===== src/rtl/result_collector_pkg.sv =====
// Shared definitions for the execution unit and the result collector.
//   - Status flag bit positions (OVF, ERROR, EVEN, SINGLE)
//   - Result word width, statistics counter width
//   - Entry type {data, status} as stored in the collector FIFO
package result_collector_pkg;

  localparam int unsigned DataW = 8;  // execution unit operand/result width
  localparam int unsigned CntW  = 8;  // statistics counter width

  localparam int unsigned StatusW         = 4;
  localparam int unsigned StatusOvfBit    = 3;
  localparam int unsigned StatusErrBit    = 2;
  localparam int unsigned StatusEvenBit   = 1;
  localparam int unsigned StatusSingleBit = 0;

  typedef logic [StatusW-1:0] status_t;

  typedef struct packed {
    logic [DataW-1:0] data;
    status_t          status;
  } entry_t;

endpackage


===== src/rtl/result_collector_if.sv =====
// Result handshake bundle between an execution unit / downstream consumer and the collector.
//   Upstream:   i_valid, i_data, i_status -> collector; o_ready <- collector
//   Downstream: o_valid, o_data, o_status <- collector; i_ready -> collector
// master: the environment driving results and accepting entries; slave: the collector.
interface result_collector_if
  import result_collector_pkg::*;
#(
  parameter int unsigned BITS = DataW
);
  logic            i_valid;
  logic [BITS-1:0] i_data;
  status_t         i_status;
  logic            o_ready;
  logic            o_valid;
  logic [BITS-1:0] o_data;
  status_t         o_status;
  logic            i_ready;

  modport master (
    output i_valid, i_data, i_status, i_ready,
    input  o_ready, o_valid, o_data, o_status
  );

  modport slave (
    input  i_valid, i_data, i_status, i_ready,
    output o_ready, o_valid, o_data, o_status
  );
endinterface


===== src/rtl/result_collector_sat_counter.sv =====
// Saturating event counter.
//   i_clk   clock, rising edge
//   i_rst   synchronous active-low reset
//   clr_i   synchronous clear, wins over inc_i
//   inc_i   count one event (ignored once at all-ones)
//   cnt_o   current count
module sat_counter
  import result_collector_pkg::*;
#(
  parameter int unsigned W = CntW
) (
  input  logic         i_clk,
  input  logic         i_rst,
  input  logic         clr_i,
  input  logic         inc_i,
  output logic [W-1:0] cnt_o
);

  logic [W-1:0] cnt_q, cnt_d;

  always_comb begin
    cnt_d = cnt_q;
    if (clr_i) begin
      cnt_d = '0;
    end else if (inc_i && (cnt_q != '1)) begin
      cnt_d = cnt_q + W'(1);
    end
  end

  always_ff @(posedge i_clk) begin
    if (!i_rst) begin
      cnt_q <= '0;
    end else begin
      cnt_q <= cnt_d;
    end
  end

  assign cnt_o = cnt_q;

endmodule


===== src/rtl/result_collector.sv =====
// Result collector: DEPTH-entry FIFO of {data, status} words from the execution unit, with
// error/overflow/drop statistics and a sticky error flag.
//   i_clk, i_rst     clock (rising edge), synchronous active-low reset
//   bus_io           result handshake (slave side): upstream write, downstream read
//   i_clr            synchronous clear of counters and sticky flag (FIFO untouched)
//   o_count          occupancy
//   o_err_cnt        accepted ERROR-flagged writes (saturating)
//   o_ovf_cnt        accepted OVF-flagged writes (saturating)
//   o_drop_cnt       results offered while full (saturating)
//   o_sticky_err     set by any accepted ERROR-flagged write
module result_collector
  import result_collector_pkg::*;
#(
  parameter int unsigned BITS  = DataW,
  parameter int unsigned DEPTH = 4
) (
  input  logic                    i_clk,
  input  logic                    i_rst,
  result_collector_if.slave       bus_io,
  input  logic                    i_clr,
  output logic [$clog2(DEPTH):0]  o_count,
  output logic [CntW-1:0]         o_err_cnt,
  output logic [CntW-1:0]         o_ovf_cnt,
  output logic [CntW-1:0]         o_drop_cnt,
  output logic                    o_sticky_err
);

  localparam int unsigned PtrW   = $clog2(DEPTH);
  localparam int unsigned CountW = PtrW + 1;

  logic [PtrW-1:0]   wr_ptr_q, wr_ptr_d, rd_ptr_q, rd_ptr_d;
  logic [CountW-1:0] count_q, count_d;
  logic              sticky_q, sticky_d;
  entry_t            mem_q [DEPTH];
  entry_t            head;

  logic ready, valid, wr_en, rd_en;
  logic err_inc, ovf_inc, drop_inc;

  always_comb begin
    ready    = count_q < CountW'(DEPTH);
    valid    = count_q != '0;
    // Full blocks the write even when a read frees a slot this cycle.
    wr_en    = bus_io.i_valid && ready;
    rd_en    = valid && bus_io.i_ready;
    drop_inc = bus_io.i_valid && !ready;
    err_inc  = wr_en && bus_io.i_status[StatusErrBit];
    ovf_inc  = wr_en && bus_io.i_status[StatusOvfBit];

    wr_ptr_d = wr_en ? wr_ptr_q + PtrW'(1) : wr_ptr_q;
    rd_ptr_d = rd_en ? rd_ptr_q + PtrW'(1) : rd_ptr_q;
    count_d  = count_q + CountW'(wr_en) - CountW'(rd_en);
    sticky_d = i_clr ? 1'b0 : (sticky_q | err_inc);
  end

  always_comb begin
    head            = mem_q[rd_ptr_q];
    bus_io.o_ready  = ready;
    bus_io.o_valid  = valid;
    bus_io.o_data   = valid ? BITS'(head.data) : '0;
    bus_io.o_status = valid ? head.status : '0;
  end

  always_ff @(posedge i_clk) begin
    if (!i_rst) begin
      wr_ptr_q <= '0;
      rd_ptr_q <= '0;
      count_q  <= '0;
      sticky_q <= 1'b0;
    end else begin
      wr_ptr_q <= wr_ptr_d;
      rd_ptr_q <= rd_ptr_d;
      count_q  <= count_d;
      sticky_q <= sticky_d;
    end
  end

  // Storage needs no reset: occupancy gates visibility of every slot.
  always_ff @(posedge i_clk) begin
    if (i_rst && wr_en) begin
      mem_q[wr_ptr_q] <= '{data: DataW'(bus_io.i_data), status: bus_io.i_status};
    end
  end

  sat_counter #(.W(CntW)) u_err_cnt (
    .i_clk (i_clk),
    .i_rst (i_rst),
    .clr_i (i_clr),
    .inc_i (err_inc),
    .cnt_o (o_err_cnt)
  );

  sat_counter #(.W(CntW)) u_ovf_cnt (
    .i_clk (i_clk),
    .i_rst (i_rst),
    .clr_i (i_clr),
    .inc_i (ovf_inc),
    .cnt_o (o_ovf_cnt)
  );

  sat_counter #(.W(CntW)) u_drop_cnt (
    .i_clk (i_clk),
    .i_rst (i_rst),
    .clr_i (i_clr),
    .inc_i (drop_inc),
    .cnt_o (o_drop_cnt)
  );

  assign o_count      = count_q;
  assign o_sticky_err = sticky_q;

endmodule

===== src/flat_wrapper.sv =====
// flat-port wrapper written by rule: the top's interface ports become plain ports
module result_collector_flat import result_collector_pkg::*;
#(
  parameter int unsigned BITS  = DataW,
  parameter int unsigned DEPTH = 4
)
  (i_clk, i_rst, i_clr, o_count, o_err_cnt, o_ovf_cnt, o_drop_cnt, o_sticky_err, bus_io_i_valid, bus_io_i_data, bus_io_i_status, bus_io_i_ready, bus_io_o_ready, bus_io_o_valid, bus_io_o_data, bus_io_o_status);
  result_collector_if #(.BITS(BITS)) bus_io_i ();
  input  logic i_clk;
  input  logic i_rst;
  input  logic i_clr;
  output logic [$clog2(DEPTH):0] o_count;
  output logic [CntW-1:0] o_err_cnt;
  output logic [CntW-1:0] o_ovf_cnt;
  output logic [CntW-1:0] o_drop_cnt;
  output logic o_sticky_err;
  input wire logic [$bits(bus_io_i.i_valid)-1:0] bus_io_i_valid;
  input wire logic [$bits(bus_io_i.i_data)-1:0] bus_io_i_data;
  input wire logic [$bits(bus_io_i.i_status)-1:0] bus_io_i_status;
  input wire logic [$bits(bus_io_i.i_ready)-1:0] bus_io_i_ready;
  output wire logic [$bits(bus_io_i.o_ready)-1:0] bus_io_o_ready;
  output wire logic [$bits(bus_io_i.o_valid)-1:0] bus_io_o_valid;
  output wire logic [$bits(bus_io_i.o_data)-1:0] bus_io_o_data;
  output wire logic [$bits(bus_io_i.o_status)-1:0] bus_io_o_status;
  assign bus_io_i.i_valid = bus_io_i_valid;
  assign bus_io_i.i_data = bus_io_i_data;
  assign bus_io_i.i_status = bus_io_i_status;
  assign bus_io_i.i_ready = bus_io_i_ready;
  assign bus_io_o_ready = bus_io_i.o_ready;
  assign bus_io_o_valid = bus_io_i.o_valid;
  assign bus_io_o_data = bus_io_i.o_data;
  assign bus_io_o_status = bus_io_i.o_status;
  result_collector #(.BITS(BITS), .DEPTH(DEPTH)) u_core (.i_clk(i_clk), .i_rst(i_rst), .bus_io(bus_io_i), .i_clr(i_clr), .o_count(o_count), .o_err_cnt(o_err_cnt), .o_ovf_cnt(o_ovf_cnt), .o_drop_cnt(o_drop_cnt), .o_sticky_err(o_sticky_err));
endmodule

===== config.mk =====
export PLATFORM = sky130hd
export DESIGN_NAME = result_collector_flat
export DESIGN_NICKNAME = d
export VERILOG_FILES = /design/src/rtl/result_collector_pkg.sv /design/src/rtl/result_collector_if.sv /design/src/rtl/result_collector_sat_counter.sv /design/src/rtl/result_collector.sv /design/src/flat_wrapper.sv
export SDC_FILE = /design/constraint.sdc
export NUM_CORES = 1
export LEC_CHECK = 0
export ABC_CLOCK_PERIOD_IN_PS = 4700
export CAP_MARGIN = 20
export CORE_ASPECT_RATIO = 1.2
export CORE_MARGIN = 1.5
export CORE_UTILIZATION = 55
export DETAILED_ROUTE_END_ITERATION = 16
export PLACE_DENSITY = 0.83
export SLEW_MARGIN = 20
export SYNTH_ARGS = -nofsm -noshare
export SYNTH_HDL_FRONTEND = slang
export SYNTH_SLANG_ARGS = --single-unit

===== constraint.sdc =====
create_clock -name i_clk -period 4.7 [get_ports i_clk]
set_clock_uncertainty 0.2 [all_clocks]
set_input_delay 0.94 -clock i_clk [delete_from_list [all_inputs] [get_ports i_clk]]
set_output_delay 0.94 -clock i_clk [all_outputs]
set_load 0.005 [all_outputs]

# [Word-level counts from Yosys, hierarchy flattened]
# Memories as Yosys holds them, arrays and structs flattened. A register that Yosys moved wholly into a read port is not among the register bits.
# Index checks and enable logic that the tools add are counted.
[word_totals] regBits=32 ramBits=48 output_inout_bits=42 memories=1
[op_classes] add_sub_neg=7 n_lt_le_gt_ge=1 n_eq_ne=3 mux=6 bitwise_logic=2 reduce_logical=12
[memory_table] name="u_core.mem_q" depth=4 width=12 rd=1 rd_ports_with_merged_regs=1 write_ports=1 line_no="result_collector.sv:34" source="entry_t mem_q [DEPTH];"
[op_table] op="8-bit by 1-bit adder with 8-bit output, second input constant" n=3
[op_table] op="8-bit inequality test, second input constant" n=3
[op_table] op="1-bit logical AND" n=9
[op_table] op="8-bit 2-to-1 mux" n=1
[op_table] op="2-bit by 1-bit adder with 2-bit output, second input constant" n=2
[op_table] op="2-bit 2-to-1 mux" n=2
[op_table] op="4-bit 2-to-1 mux" n=1
[op_table] op="3-bit by 1-bit adder with 3-bit output" n=1
[op_table] op="3-bit less-than comparator, second input constant" n=1
[op_table] op="3-bit nonzero test" n=1
[op_table] op="3-bit by 1-bit subtractor with 3-bit output" n=1
[op_table] op="1-bit 2-to-1 mux" n=2
[op_table] op="2-bit OR reduction" n=1
[op_table] op="1-bit zero test" n=1
[op_table] op="1-bit inverter" n=1
[op_table] op="1-bit OR" n=1

# [Depth between registers and ports, before layout]
# Gate-level depths: netlist (run 1).
[depth] depth_word=5 ltp_mapped=11

# [By module]
# Synthesis (run 1) repeated with hierarchy kept, for this count alone.
[unflattened] cells_unflattened=269 hier_area_um2=3696.0
[by_module_without_submodules] mod="result_collector" n_inst=1 cells_each=131 area_per_inst_um2=2431.1 seq_area_each_um2=1641.6
[by_module_without_submodules] mod="sat_counter" n_inst=3 cells_each=46 area_per_inst_um2=421.7 seq_area_each_um2=160.2

# [Worst setup path before layout (run 1)]
# No wires, ideal clock.
[synth_path] path_kind="in2reg" startpoint="input port bus_io_i_ready" endpoint="register u_core.count_q[2] (netlist: u_core.o_count[2])" arrival_time_ps=2323 setup_slack_ps=2062 cell_stages=9 n_path_buf=0 cell_sequence="and2_1 -> ha_1 -> inv_1 -> ha_1 -> inv_1 -> fa_1 -> xnor2_1 -> xnor2_1 -> and2_1"
[synth_via] elab_chain_len=2
[synth_lines] element="start: declaration" line_no="flat_wrapper.sv:20" source="input wire logic [$bits(bus_io_i.i_ready)-1:0] bus_io_i_ready;"
[synth_lines] element="1-bit logical AND" line_no="result_collector.sv:45" source="rd_en = valid && bus_io.i_ready;"
[synth_lines] element="3-bit by 1-bit subtractor with 3-bit output" line_no="result_collector.sv:52" source="count_d = count_q + CountW'(wr_en) - CountW'(rd_en);"
[synth_lines] element="end signal: assignment" line_no="result_collector.sv:73" source="count_q <= count_d;"
[synth_lines] element="end: declaration" line_no="result_collector.sv:32" source="logic [CountW-1:0] count_q, count_d;"
# Every way passes these cells.
# A chain may end at the register's enable or synchronous reset.

==> run_results.csv, run 1 <==
group,metric,value,unit
floorplanning,die_w,75.4,um
global_route,grt-busiest-layer,"met2",
yosys,synth_mux_area_share,9.54,%
timing,slew_headroom,36.4,%
cells_and_area,area_growth,25.2,%
yosys,synth-adder-area-share,3.83,%
yosys,synth.avg_cell_area,13.4,um2
floorplanning,core,0.00605,mm2
timing,hold_viol,0,
timing,final_max_slew_viol_count,0,
setup_path,crit_buf_inv,1,
yosys,synth_seq_cells,82,
setup_path,crit_arrival,2.41,ns
global_route,antenna_found_initial,0,
clock_network,path_clk_slew,0.08,ns
route,ant_nets,0,
timing,min_period_over_period,75.5,%
yosys,yosysMostFrequentCell,"edfxtp_1",
placed_design,gp_congestion,0.818,
power_and_ir_drop,p_per_area,430,mW/mm2
clock_network,cts_made_buffers,9,
yosys,synth.distinct_cells,45,
timing,fmax,282,MHz
route,first_pass_iters,4,
yosys,synthXorXnorAreaFrac,2.78,%
yosys,ys_warn_count,0,
placed_design,dpl.hpwl,4.23,mm
yosys,synth_edf_count,48,
power_and_ir_drop,ir_drop,218,uV
floorplanning,die_h,89.9,um
clock_network,cts_buffer_depth,2,
yosys,synth_area_leader_cell,"edfxtp_1",
yosys,synth_compound_area_share,5.57,%
floorplanning,fp.dieArea,0.00678,mm2
yosys,synthSimpleGateAreaFrac,14.9,%
route,drt_iter0_drc,90,
yosys,synth_top_family_by_area,"simple AND/OR/NAND/NOR gates",
clock_network,clk-insertion-delay-late,0.34,ns
global_route,grt_overflow,0,
yosys,yosys-top-cells-count,"edfxtp_1, dfxtp_1, nor2_1",
cells_and_area,diodes,0,
global_route,met1_usage,26.5,%
power_and_ir_drop,power.total,1.86,mW
clock_network,cts_hold_buf,0,
floorplanning,initial_core_util,57.2,%
clock_network,cts_setup_buffers,0,
clock_network,cts.sinks,82,
global_route,grt_util_met3,4.04,%
power_and_ir_drop,leakage,1.47,nW
route,avgRoutedWirePerCell,15.5,um
setup_path,crit_family,"flip-flops",
cells_and_area,drive_above_1_share,9.85,%
setup_path,crit_type,"reg2out",
timing,tns,0,ns
cells_and_area,multi_input_area,0.00127,mm2
timing,tightest_slew,0.954,ns
placed_design,portBuffers,58,
cells_and_area,seq_area,0.00212,mm2
cells_and_area,fin_nets,347,
global_route,grt_usage,20.0,%
global_route,grt_first_pass_wirelength,10.2,mm
yosys,async_flop_share,0,%
global_route,grt_max_degree,26,
clock_network,cts-htree-levels,3,
setup_path,cp.required,3.56,ns
timing,finalCriticalPeriod,3.55,ns
route,vias,2267,
outcome,status,"complete, no violations",
yosys,synth.area.top_cells,"edfxtp_1, dfxtp_1, mux4_2",
worst_hold_path,hold_path_class,"reg2reg",
global_route,use_met2,31.1,%
clock_network,clock-root-buffer,"clkbuf_8",
route,vias_per_cell,5.57,
yosys,synth-seq-area-share,61.3,%
yosys,synth_nets,286,
timing,rsz0062_at_grt,"no",
setup_path,critPathSlowestCell,"dfxtp_1",
floorplanning,io_pins,59,
setup_path,crit_fanout,12,
global_route,grt_pass1_vias,2161,
timing,finalSetupViolCount,0,
yosys,synth_top_flop_cell,"edfxtp_1",
route,routed_wl,6.31,mm
clock_network,cts_tree,"done",
setup_path,slowest_delay,0.83,ns
setup_path,worstPathCellList,"mux4_2 -> and2_1 -> clkdlybuf4s50_1",
floorplanning,num_rows,31,
yosys,syn_inst,259,
setup_path,cp-end-kind,"output pin",
setup_path,cp-start-kind,"flip-flop",
run,drv.max_cap_violation_count,0,
yosys,synth_top_area_share,41.6,%
yosys,netlist_area,0.00346,mm2
route,drc,0,
clock_network,post_cts_resized,0,
cells_and_area,nFillCells,432,
==> metal layers <==
layer	up-vias	share of wire (%)	routed length, um
met5	-	0	0
met4	0	1.6	99
met3	9	4.5	285
met2	74	50	3130
met1	1097	44	2790
li1	1087	-	-
==> per-stage QoR <==
step / hold WS (ns) / cells / instance area (um2) / util (%) / worst slack, ns
floorplan: 0.265 / 259 / 3460 / - / 2.06
global placement: 0.255 / 391 / 4110 / 67.8 / 1.46
detailed placement: 0.266 / 391 / 4110 / 67.8 / 1.42
CTS: 0.286 / 407 / 4330 / 71.6 / 1.07
global route: 0.323 / 407 / 4330 / 71.6 / 0.986
finish: 0.278 / 407 / 4330 / 71.6 / 1.15
==> power by group <==
| group | internal (mW) | switching (mW) | leakage (nW) |
|---|---|---|---|
| Sequential | 0.808 | 0.0579 | 0.711 |
| Combinational | 0.279 | 0.156 | 0.647 |
| Clock | 0.314 | 0.249 | 0.112 |
==> cells in the final DEF (no fill, tap or decap), types with 4 or more instances in the layout <==
cell / synthesis / layout
xor2_1: 5 / 5
a211oi_1: 4 / 4
clkdlybuf4s50_1: 0 / 58
nor3_1: 6 / 6
and4_1: 4 / 4
nor2_1: 21 / 21
ha_1: 9 / 9
edfxtp_1: 48 / 48
xnor2_1: 6 / 6
mux4_2: 12 / 12
dfxtp_1: 34 / 34
clkbuf_8: 0 / 10
and3_1: 6 / 6
and2_1: 17 / 17
nand2_1: 10 / 10
a31oi_1: 6 / 6
inv_1: 8 / 8
mux2i_1: 6 / 6
nand3_1: 9 / 9
a21oi_1: 5 / 5
==> sequential cells by signal, summed over array words and instances (netlist names), named ones only <==
register,cells
u_core.wr_ptr_q,2
u_core.o_sticky_err,1
u_core.u_err_cnt.cnt_o,8
u_core.rd_ptr_q,2
u_core.o_count,3
u_core.mem_q,48
u_core.u_drop_cnt.cnt_o,8
u_core.u_ovf_cnt.cnt_o,8
==> tightest hold or removal path, delay by kind of cell (launching register included) <==
family | cells | cell delay [ns]
flops | 1 | 0.33
simple gates | 2 | 0.12
==> path summary, 6_finish.rpt <==
| path | from | endpoint | slack (ns) | cells past startpoint |
|---|---|---|---|---|
| max reg2reg | u_core.o_count[2] | u_core.o_count[2] | 1.85 | 10 |
| min | u_core.o_sticky_err | u_core.o_sticky_err | 0.28 | 2 |
| max | flip-flop | bus_io_o_data[3] | 1.15 | 3 |
| min reg2reg | u_core.o_sticky_err | u_core.o_sticky_err | 0.28 | 2 |
==> kinds of logic (layout without fill, tap and decap cells) <==
| group | Yosys count | in the layout |
|---|---|---|
| flip-flops | 82 | 82 |
| AO/OA/AOI/OAI | 29 | 29 |
| buffers and inverters | 17 | 83 |
| adder cells (fa/ha/maj) | 10 | 10 |
| multiplexers | 18 | 18 |
| AND/OR/NAND/NOR | 92 | 92 |
| XOR/XNOR | 11 | 11 |
==> area by class of cell <==
type                            count  area share, %
Inverter                            9          0.780
Sequential cell                    82           49.0
Multi-Input combinational cell    160           29.2
Clock inverter                      6           2.08
Timing Repair Buffer               58           13.4
Tap cell                           82           2.37
Clock buffer                       10           3.18
Note: power is estimated with default switching activity, not from simulation.
==> run 2: changes to the inputs <==
--- a/config.mk
+++ b/config.mk
@@ -5,13 +5,13 @@
 export SDC_FILE = /design/constraint.sdc
 export NUM_CORES = 1
 export LEC_CHECK = 0
-export ABC_CLOCK_PERIOD_IN_PS = 4700
+export ABC_CLOCK_PERIOD_IN_PS = 3500
 export CAP_MARGIN = 20
 export CORE_ASPECT_RATIO = 1.2
 export CORE_MARGIN = 1.5
-export CORE_UTILIZATION = 55
+export CORE_UTILIZATION = 52
 export DETAILED_ROUTE_END_ITERATION = 16
-export PLACE_DENSITY = 0.83
+export PLACE_DENSITY = 0.8
 export SLEW_MARGIN = 20
 export SYNTH_ARGS = -nofsm -noshare
 export SYNTH_HDL_FRONTEND = slang
==> constraint.sdc (replaced) <==
create_clock -name i_clk -period 3.5 [get_ports i_clk]
set_clock_uncertainty 0.2 [all_clocks]
set_input_delay 0.7 -clock i_clk [delete_from_list [all_inputs] [get_ports i_clk]]
set_output_delay 0.7 -clock i_clk [all_outputs]
set_load 0.005 [all_outputs]
==> run 2 against run 1 <==
  * Setup slack got worse by 0.62 ns
  * Sequential power increased by 30%
  * Cell count increased by 1.2%
  * Combinational power increased by 44%
  * Clock power increased by 18%
  * Via count increased by 0.93%
  * Worst hold slack got worse by 0.0019 ns
  * Global-route usage decreased by 0.26 points
  * First-iteration DRC count increased by 2.2%
  * Critical endpoint is now bus_io_o_status[3]
==> run_results.csv, run 2 (synthesis gave the netlist of run 1 again) <==
group,metric,value,unit
setup_path,r2r-start,"u_core.o_count[2]",
cells_and_area,top_register,"u_core.mem_q",
clock_network,cts_made_buffers,9,
cells_and_area,fin_area,0.00432,mm2
timing,tightest_slew,0.781,ns
clock_network,cts_setup_buffers,0,
global_route,antenna_found_initial,0,
global_route,grt_max_degree,21,
cells_and_area,area_growth,24.8,%
timing,setup_slack,0.533,ns
timing,whs,0.276,ns
clock_network,cts-htree-levels,3,
timing,slew_headroom,47.9,%
floorplanning,fp.dieArea,0.00716,mm2
floorplanning,core,0.00645,mm2
power_and_ir_drop,power.total,2.42,mW
placed_design,placed_area,0.00412,mm2
setup_path,cp.required,2.60,ns
route,avgRoutedWirePerCell,15.7,um
global_route,grt_pass1_vias,2247,
placed_design,dp_cells,396,
placed_design,gp_congestion,0.827,
cells_and_area,final_util,67.0,%
route,routed_wl,6.48,mm
route,vias_per_cell,5.55,
cells_and_area,mostFrequentLayoutCell,"clkdlybuf4s50_1",
setup_path,cp-end-kind,"output pin",
route,vias,2288,
clock_network,path_clk_slew,0.08,ns
timing,finalCriticalPeriod,2.97,ns
timing,finalSetupViolCount,0,
power_and_ir_drop,ir_drop,272,uV
global_route,grt_overflow,0,
placed_design,portBuffers,58,
clock_network,cts_tree,"done",
power_and_ir_drop,p_per_area,561,mW/mm2
clock_network,cts_buffer_depth,2,
route,drt_iter0_drc,92,
clock_network,cts_hold_buf,0,
timing,min_period_over_period,84.8,%
route,first_pass_iters,4,
floorplanning,io_pins,59,
placed_design,dpl.hpwl,4.33,mm
global_route,met1_usage,24.1,%
placed_design,place_ws,0.537,ns
cells_and_area,diodes,0,
worst_hold_path,holdPathStages,2,
power_and_ir_drop,leakage,1.47,nW
timing,fmax,337,MHz
outcome,status,"complete, no violations",
floorplanning,num_rows,32,
run,drv.max_cap_violation_count,0,
cells_and_area,largest_reg_flops,48,
clock_network,clk-insertion-delay-late,0.35,ns
global_route,grt-busiest-layer,"met2",
floorplanning,die_w,77.5,um
route,drc,0,
cells_and_area,fin_nets,349,
setup_path,cp-start-kind,"flip-flop",
route,ant_nets,0,
global_route,grt_usage,19.8,%
timing,tns,0,ns
worst_hold_path,hold_path_class,"reg2reg",
cells_and_area,instances_no_fill,412,
timing,final_max_slew_viol_count,0,
worst_hold_path,hold_start,"u_core.o_sticky_err",
clock_network,post_cts_resized,0,
setup_path,crit_arrival,2.07,ns
global_route,use_met2,34.1,%
setup_path,rrSetupSlack,0.60,ns
setup_path,r2r_end,"u_core.o_count[2]",
global_route,grt_util_met3,4.43,%
timing,rsz0062_at_grt,"no",
setup_path,crit_type,"reg2out",
global_route,grt_first_pass_wirelength,10.9,mm
clock_network,clock-root-buffer,"clkbuf_8",
worst_hold_path,hold_end,"u_core.o_sticky_err",
cells_and_area,drive_above_1_share,10.1,%
timing,hold_viol,0,
floorplanning,initial_core_util,53.7,%
clock_network,cts.sinks,82,
setup_path,crit_fanout,12,
cells_and_area,final_cell_mix,"clkdlybuf4s50_1, edfxtp_1, dfxtp_1",
floorplanning,die_h,92.4,um
setup_path,reg2regPathDepth,10,
-- run 2: cell types whose count changed in the layout (fill, tap and decap cells not counted), sizes merged --
| cell | change |
|---|---|
| clkinv | -2 |
| inv | +2 |
| clkbuf | +2 |
| buf | +2 |
| bufinv | -2 |
-- run 2: worst max-delay path, cell delays in order (launching register included) --
cell and delay, ns:
dfxtp_1 0.31, buf_4 0.25, mux4_2 0.54, and2_1 0.18
clkdlybuf4s50_1 0.43
-- run 2: cell type report --
type	count	area, um2
Clock buffer	12	166
Multi-Input combinational cell	160	1270
Clock inverter	4	30.0
Timing Repair Buffer	60	596
Fill cell	462	2130
Sequential cell	82	2120
Inverter	9	33.8
Tap cell	85	106
-- run 2: report_power, final --
| part | internal (mW) | switching (mW) | total [mW] |
|---|---|---|---|
| clock | 0.325 | 0.341 | 0.665 |
| combinational | 0.382 | 0.245 | 0.627 |
| sequential | 1.09 | 0.0468 | 1.13 |
| total | 1.79 | 0.633 | 2.42 |
-- run 2: how the worst max path moves through the flow --
| stage | to | slack, ns | cells after the start |
|---|---|---|---|
| floorplan | u_core.o_count[2] | 0.95 | 11 |
| global placement | u_core.o_count[2] | 0.58 | 9 |
| detailed placement | u_core.o_count[2] | 0.54 | 10 |
| CTS | bus_io_o_status[3] | 0.50 | 4 |
| global route | bus_io_o_status[3] | 0.42 | 4 |
| finish | bus_io_o_status[3] | 0.53 | 4 |
-- run 2: routing by layer --
metal | vias up | routed length (um)
met3 | 8 | 300
li1 | 1089 | -
met4 | 0 | 81
met2 | 62 | 3290
met1 | 1129 | 2810
met5 | - | 0
==> run 3: changes to the inputs <==
--- a/config.mk
+++ b/config.mk
@@ -5,7 +5,7 @@
 export SDC_FILE = /design/constraint.sdc
 export NUM_CORES = 1
 export LEC_CHECK = 0
-export ABC_CLOCK_PERIOD_IN_PS = 3500
+export ABC_CLOCK_PERIOD_IN_PS = 2800
 export CAP_MARGIN = 20
 export CORE_ASPECT_RATIO = 1.2
 export CORE_MARGIN = 1.5
==> constraint.sdc (replaced) <==
create_clock -name i_clk -period 2.8 [get_ports i_clk]
set_clock_uncertainty 0.2 [all_clocks]
set_input_delay 0.56 -clock i_clk [delete_from_list [all_inputs] [get_ports i_clk]]
set_output_delay 0.56 -clock i_clk [all_outputs]
set_load 0.005 [all_outputs]
==> run 3 against run 2 <==
  * Final area is 2.6% higher
  * Cell count is 2.7% higher
  * Clock power is 24% higher
  * Via count is 1.2% lower
  * First-iteration DRC count is 2.2% lower
==> run_results.csv, run 3 (synthesis gave the netlist of run 1 again) <==
group,metric,value,unit
floorplanning,die_h,92.4,um
cells_and_area,area_growth,28.1,%
global_route,grt_overflow,0,
power_and_ir_drop,power.switching,793,uW
clock_network,clock-root-buffer,"clkbuf_8",
worst_hold_path,hold_end,"u_core.o_sticky_err",
timing,finalSetupViolCount,0,
power_and_ir_drop,p_seq_share,45.1,%
timing,whs,0.276,ns
global_route,grt_pass1_vias,2155,
clock_network,cts-htree-levels,3,
timing,hold_viol,0,
route,routed_wl,6.37,mm
power_and_ir_drop,leakage,1.53,nW
worst_hold_path,hold_path_class,"reg2reg",
cells_and_area,instances_no_fill,423,
floorplanning,core,0.00645,mm2
route,avgRoutedWirePerCell,15.1,um
route,vias,2261,
power_and_ir_drop,intPower,2.32,mW
power_and_ir_drop,power_frac_clock,26.4,%
setup_path,cp-start-kind,"flip-flop",
setup_path,r2r-start,"u_core.o_count[1]",
timing,fmax,366,MHz
setup_path,crit_fanout,6,
power_and_ir_drop,ir_drop,327,uV
floorplanning,io_pins,59,
setup_path,cp.required,2.04,ns
power_and_ir_drop,sw_frac_of_total,25.5,%
run,drv.max_cap_violation_count,0,
timing,tightest_slew,0.373,ns
route,vias_per_cell,5.35,
outcome,status,"complete, no violations",
cells_and_area,drive_above_1_share,13.3,%
global_route,grt_max_degree,15,
floorplanning,die_w,77.5,um
worst_hold_path,hold_start,"u_core.o_sticky_err",
worst_hold_path,holdPathStages,2,
timing,tns,0,ns
setup_path,cp-end-kind,"output pin",
floorplanning,fp.dieArea,0.00716,mm2
timing,slew_headroom,75.1,%
global_route,antenna_found_initial,0,
setup_path,reg2regPathDepth,10,
setup_path,rrSetupSlack,0.24,ns
timing,min_period_over_period,97.5,%
power_and_ir_drop,power.total,3.12,mW
clock_network,cts.sinks,82,
timing,final_max_slew_viol_count,0,
placed_design,gp_congestion,0.872,
power_and_ir_drop,p_per_area,703,mW/mm2
setup_path,crit_arrival,1.97,ns
cells_and_area,largest_reg_flops,48,
clock_network,path_clk_slew,0.08,ns
cells_and_area,fin_nets,360,
power_and_ir_drop,power_frac_comb,28.5,%
cells_and_area,final_cell_mix,"clkdlybuf4s50_1, edfxtp_1, dfxtp_1",
route,first_pass_iters,4,
clock_network,cts_tree,"done",
placed_design,dp_cells,406,
global_route,grt_usage,18.3,%
timing,finalCriticalPeriod,2.73,ns
global_route,grt_first_pass_wirelength,9.99,mm
clock_network,cts_setup_buffers,0,
clock_network,cts_made_buffers,9,
setup_path,r2r_end,"u_core.o_count[2]",
route,ant_nets,0,
setup_path,crit_type,"reg2out",
floorplanning,num_rows,32,
cells_and_area,diodes,0,
route,drc,0,
floorplanning,initial_core_util,53.7,%
placed_design,dpl.hpwl,4.13,mm
clock_network,clk-insertion-delay-late,0.34,ns
cells_and_area,top_register,"u_core.mem_q",
route,drt_iter0_drc,90,
placed_design,portBuffers,58,
cells_and_area,mostFrequentLayoutCell,"clkdlybuf4s50_1",
clock_network,cts_buffer_depth,2,
-- run 3: changes by cell type in the layout (fill, tap and decap cells not counted), sizes merged --
| cell | previous run | this run |
|---|---|---|
| clkinv | 1 | 3 |
| clkbuf | 12 | 11 |
| bufinv | 0 | 1 |
| inv | 11 | 10 |
| buf | 2 | 12 |
-- run 3: cell type report --
| cell class | count | area [um2] |
|---|---|---|
| Inverter | 9 | 33.8 |
| Sequential cell | 82 | 2130 |
| Tap cell | 85 | 106 |
| Multi-Input combinational cell | 160 | 1270 |
| Fill cell | 479 | 2010 |
| Clock buffer | 10 | 128 |
| Timing Repair Buffer | 71 | 708 |
| Clock inverter | 6 | 65.1 |
-- run 3: metrics by stage --
stage	cell area (um2)	setup WS (ns)	utilization (%)
5_1_grt	4430	-0.00174	68.8
3_5_place_dp	4210	0.00459	65.3
3_3_place_gp	4210	0.0714	65.3
6_report	4430	0.0708	68.8
2_1_floorplan	3460	0.253	-
4_1_cts	4400	0.0303	68.3
-- run 3: how the worst max path moves through the flow --
stage	start	to	slack [ns]	cells after the start
global route	flip-flop	bus_io_o_status[0]	-0.002	4
floorplan	u_core.o_count[2]	u_core.o_count[2]	0.25	11
global placement	bus_io_i_ready	u_core.o_count[2]	0.07	10
finish	flip-flop	bus_io_o_data[6]	0.07	4
CTS	flip-flop	bus_io_o_status[3]	0.03	4
detailed placement	bus_io_i_ready	u_core.o_count[2]	0.005	10
-- run 3: power by group through the flow --
stage               logic (mW)  registers (mW)  clock network (mW)
floorplan                0.463            1.42                   0
global placement         0.853            1.42                   0
detailed placement       0.868            1.42                   0
CTS                      0.876            1.40               0.841
global route             0.971            1.42               0.891
finish                   0.888            1.41               0.822
-- run 3: timing repair --
item,CTS,global route
endpoints found under the setup margin,0,12
hold buffers,0,0
hold endpoints to repair,0,0
gates resized for setup,0,2
-- run 3: per-layer routing --
metal / global-route usage, % / vias up / share of wire (%) / wire length, um
met5: 0 / - / 0 / 0
met4: 7.58 / 0 / 2.0 / 126
met3: 4.63 / 11 / 4.4 / 281
met2: 31.9 / 63 / 51 / 3220
met1: 21.3 / 1078 / 43 / 2750
li1: - / 1109 / - / -
-- run 3: critical path, cell delays in order, from the launching register on --
cell and delay [ns]:
dfxtp_4 0.38, clkbuf_16 0.16, mux4_2 0.50, and2_1 0.17
clkdlybuf4s50_1 0.43
